`src/rtl/div_if.sv`:
```
// ============================================================================
// Module : div_if
// Brief  : Request/result bundle between the execute stage and div_unit.
// Rev    : 1.0  initial release
// ============================================================================
`default_nettype none

interface div_if;
    logic        start;
    logic        signed_div;
    logic [31:0] a;
    logic [31:0] b;
    logic        cancel;
    logic        busy;
    logic        result_valid;
    logic [31:0] hi;
    logic [31:0] lo;

    modport master (
        output start, signed_div, a, b, cancel,
        input  busy, result_valid, hi, lo
    );

    modport slave (
        input  start, signed_div, a, b, cancel,
        output busy, result_valid, hi, lo
    );
endinterface

`default_nettype wire

```
`src/rtl/div_unit.sv`:
```
// ============================================================================
// Module : div_unit
// Brief  : Iterative radix-2 restoring 32-bit DIV/DIVU, one bit per clock.
// Rev    : 1.0  initial release
// ============================================================================
`default_nettype none

module div_unit (
    input  logic  clk,
    input  logic  rst,
    div_if.slave  bus
);

    localparam logic [1:0] S_IDLE = 2'd0;
    localparam logic [1:0] S_CALC = 2'd1;
    localparam logic [1:0] S_DONE = 2'd2;
    localparam logic [4:0] C_LAST_ITER = 5'd31;

    logic [1:0]  r_state;
    logic [4:0]  r_count;
    logic [32:0] r_rem;
    logic [31:0] r_dividend;   // shifts out dividend bits, shifts in quotient bits
    logic [31:0] r_divisor;
    logic        r_signed;
    logic        r_q_neg;
    logic        r_r_neg;
    logic        r_valid;
    logic [31:0] r_hi;
    logic [31:0] r_lo;

    logic [31:0] w_abs_a;
    logic [31:0] w_abs_b;
    logic [32:0] w_shift_rem;
    logic [32:0] w_trial;

    assign w_abs_a     = (bus.signed_div && bus.a[31]) ? (~bus.a + 32'd1) : bus.a;
    assign w_abs_b     = (bus.signed_div && bus.b[31]) ? (~bus.b + 32'd1) : bus.b;
    assign w_shift_rem = {r_rem[31:0], r_dividend[31]};
    assign w_trial     = w_shift_rem - {1'b0, r_divisor};

    always_ff @(posedge clk or posedge rst) begin
        if (rst) begin
            r_state    <= S_IDLE;
            r_count    <= 5'd0;
            r_rem      <= 33'd0;
            r_dividend <= 32'd0;
            r_divisor  <= 32'd0;
            r_signed   <= 1'b0;
            r_q_neg    <= 1'b0;
            r_r_neg    <= 1'b0;
            r_valid    <= 1'b0;
            r_hi       <= 32'd0;
            r_lo       <= 32'd0;
        end else begin
            r_valid <= 1'b0;
            case (r_state)
                S_IDLE: begin
                    if (bus.start && !bus.cancel) begin
                        r_dividend <= w_abs_a;
                        r_divisor  <= w_abs_b;
                        r_signed   <= bus.signed_div;
                        r_q_neg    <= bus.a[31] ^ bus.b[31];
                        r_r_neg    <= bus.a[31];
                        r_rem      <= 33'd0;
                        r_count    <= 5'd0;
                        r_state    <= S_CALC;
                    end
                end
                S_CALC: begin
                    if (bus.cancel) begin
                        r_state <= S_IDLE;
                    end else begin
                        // Restore by simply keeping the shifted value when the trial goes negative
                        r_rem      <= w_trial[32] ? w_shift_rem : w_trial;
                        r_dividend <= {r_dividend[30:0], ~w_trial[32]};
                        r_count    <= r_count + 5'd1;
                        if (r_count == C_LAST_ITER) begin
                            r_state <= S_DONE;
                        end
                    end
                end
                S_DONE: begin
                    if (!bus.cancel) begin
                        r_lo    <= (r_signed && r_q_neg) ? (~r_dividend + 32'd1) : r_dividend;
                        r_hi    <= (r_signed && r_r_neg) ? (~r_rem[31:0] + 32'd1) : r_rem[31:0];
                        r_valid <= 1'b1;
                    end
                    r_state <= S_IDLE;
                end
                default: begin
                    r_state <= S_IDLE;
                end
            endcase
        end
    end

    assign bus.busy         = (r_state != S_IDLE);
    assign bus.result_valid = r_valid;
    assign bus.hi           = r_hi;
    assign bus.lo           = r_lo;

endmodule

`default_nettype wire

```
`src/flat_wrapper.sv`:
```
// flat-port wrapper written by rule: the top's interface ports become plain ports
module div_unit_flat 
  (clk, rst, bus_start, bus_signed_div, bus_a, bus_b, bus_cancel, bus_busy, bus_result_valid, bus_hi, bus_lo);
  div_if bus_i ();
  input  logic clk;
  input  logic rst;
  input wire logic [$bits(bus_i.start)-1:0] bus_start;
  input wire logic [$bits(bus_i.signed_div)-1:0] bus_signed_div;
  input wire logic [$bits(bus_i.a)-1:0] bus_a;
  input wire logic [$bits(bus_i.b)-1:0] bus_b;
  input wire logic [$bits(bus_i.cancel)-1:0] bus_cancel;
  output wire logic [$bits(bus_i.busy)-1:0] bus_busy;
  output wire logic [$bits(bus_i.result_valid)-1:0] bus_result_valid;
  output wire logic [$bits(bus_i.hi)-1:0] bus_hi;
  output wire logic [$bits(bus_i.lo)-1:0] bus_lo;
  assign bus_i.start = bus_start;
  assign bus_i.signed_div = bus_signed_div;
  assign bus_i.a = bus_a;
  assign bus_i.b = bus_b;
  assign bus_i.cancel = bus_cancel;
  assign bus_busy = bus_i.busy;
  assign bus_result_valid = bus_i.result_valid;
  assign bus_hi = bus_i.hi;
  assign bus_lo = bus_i.lo;
  div_unit u_core (.clk(clk), .rst(rst), .bus(bus_i));
endmodule
```
`config.mk`:
```
export PLATFORM = sky130hd
export DESIGN_NAME = div_unit_flat
export DESIGN_NICKNAME = d
export VERILOG_FILES = /design/src/rtl/div_if.sv /design/src/rtl/div_unit.sv /design/src/flat_wrapper.sv
export SDC_FILE = /design/constraint.sdc
export NUM_CORES = 1
export LEC_CHECK = 0
export BUFFER_PORTS_ARGS = -buffer_cell sky130_fd_sc_hd__buf_4
export CORE_MARGIN = 4
export CORE_UTILIZATION = 55
export CTS_CLUSTER_DIAMETER = 120
export DETAILED_ROUTE_END_ITERATION = 6
export GPL_TIMING_DRIVEN = 0
export HOLD_SLACK_MARGIN = 0.05
export PLACE_DENSITY = 0.76
export SYNTH_ARGS = -nofsm -noshare
export SYNTH_HDL_FRONTEND = slang
export SYNTH_SLANG_ARGS = --single-unit
```
`constraint.sdc`:
```
create_clock -name clk -period 6.4 [get_ports clk]
set_clock_uncertainty 0.2 [all_clocks]
set_input_delay 0.96 -clock clk [delete_from_list [all_inputs] [get_ports clk]]
set_output_delay 0.96 -clock clk [all_outputs]
set_load 0.03 [all_outputs]
```
==> results.ini <==
[global_routing]
grt_use_total_pct=27.1
grt_max_degree=113
grt_pass1_vias=9559
grt_pass1_wl_um=49400
grt.overflow.total=0
antenna_found_initial=0

[placement]
numPortBuffers=134
place_hpwl_um=24000
placed_cell_area_um2=12600
gp_congestion=0.983

[logic_synthesis]
synth_area_um2=11300
synth.ff_latch_count=171
syn-instance-count=1360
syn-mean-instance-area_um2=8.28
synth_async_sr_flop_share_pct=100
yosys_warnings=0
syn-num-nets=1468
synth.distinct_cells=71
synthFlopType=dfrtp_1
yosysSeqAreaShare_pct=38.0
synth_edf_count=0

[sta]
hold_viol=0
min_period_ns=3.93
rsz0062_at_grt=no
hold_ws_ns=0.277
worstMarginPinSlew_ns=1.28
post-route-period-util_pct=61.4
max_freq_ghz=0.255
setup_violations=0
maxSlewViolCount=0
max_slew_margin_pct=13.6

[die]
die_area_um2=22800
fp-row-count=52
pin_count=135
die_y_um=151
initial_utilization_pct=55.8
core_um2=20200
die_width_um=151

[finish]
multi_input_area_um2=6450
diodes=0
final_cell_area_um2=13200
area_growth_pct=17.1
seqCellArea_um2=4280
drive_gt1_share_pct=12.5
nets=1622
num-fill-cells=1832

[detailed_routing]
drt-vias-per-instance=5.76
vias=10400
wirelength_um=30700
drc=0
antenna_left=0
dr.pass1.iters=5
wire_per_inst_um=17.1
drtIter0Drc=668

[power]
sw_frac_of_total_pct=44.7
seqPwrFrac_pct=30.0
p_comb_share_pct=52.0
ir_drop_uv=239
internal-power_w=0.00299
pwr_density_cell_nw_per_um2=410
switching_power_w=0.00242
clock_power_share_pct=18.0
leakagePower_nw=6.04

[worst_setup_path]
worstSetupPathType=flop to flop
crit_fanout=10
cp-start-kind=flop
critical_path.startpoint=u_core.r_dividend[31]$_DFFE_PP0P_
worst_setup_path_end_kind=flop
required_ns=6.51
worstReg2RegStart=u_core.r_dividend[31]$_DFFE_PP0P_
worstPathArrival_ns=4.04

[outcome]
status=complete, no violations

[clock_tree]
holdBufCountCts=0
cts_buffer_depth=2
clock_latency_ns=0.43
postCtsSetupRepairBufs=0
post_cts_resized=0
cts_max_level=4
cts_tree=done
cts_buffers=17
clk_pin_slew_ns=0.07
cts.sinks=171
root_buffer=clkbuf_16

[hold_path]
hold_path_class=flop to flop
hold_start=u_core.r_count[4]$_DFFE_PP0P_

[flow_run]
maxCapViolations=0

sequential cells by signal, summed over array words and instances, names as in the netlist:
name	flops
u_core.bus.hi	32
u_core.bus.lo	32
u_core.r_dividend	32
u_core.r_divisor	32
u_core.r_rem	32
u_core.r_count	5
u_core.r_state	2
u_core.bus.result_valid	1
u_core.r_q_neg	1
u_core.r_r_neg	1
u_core.r_signed	1
cell usage after synthesis, types with 12 or more instances:
library cell | number | area, um^2
or4_1 | 14 | 105
inv_1 | 63 | 236
a21oi_1 | 105 | 526
dfrtp_1 | 171 | 4280
clkbuf_1 | 63 | 236
o21ai_1 | 20 | 100
xnor2_1 | 95 | 832
xor2_1 | 44 | 385
ha_1 | 38 | 475
nor2_1 | 90 | 338
mux2i_1 | 24 | 240
o31ai_1 | 13 | 97.6
nand2_1 | 201 | 754
o21ai_0 | 178 | 891
nor3_1 | 30 | 150
nor4_1 | 12 | 75.1
per-layer routing:
layer,GRT usage [%],vias up,part of all wire (%)
met5,0,-,0
met4,5.26,0,0.97
met3,4.61,24,7.6
met2,40.7,348,44
met1,41.5,4879,48
li1,-,5102,-
stage by stage:
| stage | util, % | TNS (ns) | cells | power [W] | worst slack, ns |
|---|---|---|---|---|---|
| detailed placement | 62.6 | 0 | 1765 | 0.00439 | 2.53 |
| global placement | 62.5 | -204.58 | 1764 | 0.00434 | -1.21 |
| global route | 65.4 | 0 | 1797 | 0.00583 | 2.22 |
| floorplan | - | 0 | 1360 | 0.00370 | 0.608 |
| CTS | 65.4 | 0 | 1797 | 0.00538 | 2.51 |
| finish | 65.4 | 0 | 1797 | 0.00541 | 2.47 |
cell usage in the layout, fill, tap and decap left out, types with 8 or more instances in the layout:
| cell | instances |
|---|---|
| nand2_1 | 201 |
| o21ai_0 | 178 |
| dfrtp_1 | 171 |
| buf_4 | 134 |
| a21oi_1 | 105 |
| xnor2_1 | 95 |
| nor2_1 | 90 |
| clkbuf_1 | 64 |
| inv_1 | 62 |
| xor2_1 | 44 |
| ha_1 | 38 |
| nor3_1 | 30 |
| mux2i_1 | 24 |
| o21ai_1 | 20 |
| clkbuf_16 | 17 |
| or4_1 | 14 |
| o31ai_1 | 13 |
| nor4_1 | 12 |
| and3_1 | 11 |
| and2_1 | 11 |
| a31oi_1 | 11 |
| nand3_1 | 11 |
| o41ai_1 | 11 |
| o211ai_1 | 10 |
| a21o_1 | 10 |
| nand2b_1 | 9 |
| nor2b_1 | 8 |
| or3_1 | 8 |
| a32oi_1 | 8 |
final cells by class:
class	count	share of cell area [%]
clock buffers	19	3.36
multi-input cells	1058	48.9
inverters	63	1.85
plain buffers	68	2.21
clock inverters	13	0.797
well taps	270	2.56
flip-flops and latches	171	32.5
repair buffers	135	7.84
cell families (layout without fill, tap and decap cells):
family	after synthesis	after routing	share of synthesized area [%]
AO/OA/AOI/OAI	415	415	21.5
XOR/XNOR	139	139	10.8
adder cells (fa/ha/maj)	39	39	4.40
buffers and inverters	131	298	4.69
flip-flops	171	171	38.0
multiplexers	26	26	2.33
AND/OR/NAND/NOR	439	439	18.3
critical path, stage by stage, from the launching register on:
cell,delay (ns)
dfrtp_1,0.41
inv_1,0.12
ha_1,0.23
fa_1,0.40
nand2b_1,0.18
a21oi_1,0.31
o21ai_1,0.18
a21oi_1,0.53
o211ai_1,0.21
a32oi_2,0.32
buf_6,0.22
buf_2,0.24
a32oi_1,0.12
o31ai_1,0.13
power groups by stage:
stage | clock network, W | logic, W | registers [W]
3_3_place_gp | 0 | 0.00273 | 0.00161
2_1_floorplan | 0 | 0.00222 | 0.00149
3_5_place_dp | 0 | 0.00277 | 0.00162
6_report | 0.000975 | 0.00282 | 0.00162
5_1_grt | 0.00103 | 0.00315 | 0.00165
4_1_cts | 0.000985 | 0.00279 | 0.00160
path summary, 6_finish.rpt:
check                           depth (start not counted)                               end  slack (ns)
worst max-delay path                                   13      u_core.r_rem[24]$_DFFE_PP0P_        2.47
worst min register to register                          2     u_core.r_count[4]$_DFFE_PP0P_        0.28
worst max register to register                         13      u_core.r_rem[24]$_DFFE_PP0P_        2.47
max in group asynchronous                               3  u_core.r_divisor[28]$_DFFE_PP0P_        4.78
min in group asynchronous                               2      u_core.bus.hi[5]$_DFFE_PP0P_        0.33
worst min-delay path                                    2     u_core.r_count[4]$_DFFE_PP0P_        0.28
No activity file was read; power rests on OpenSTA's default activity.
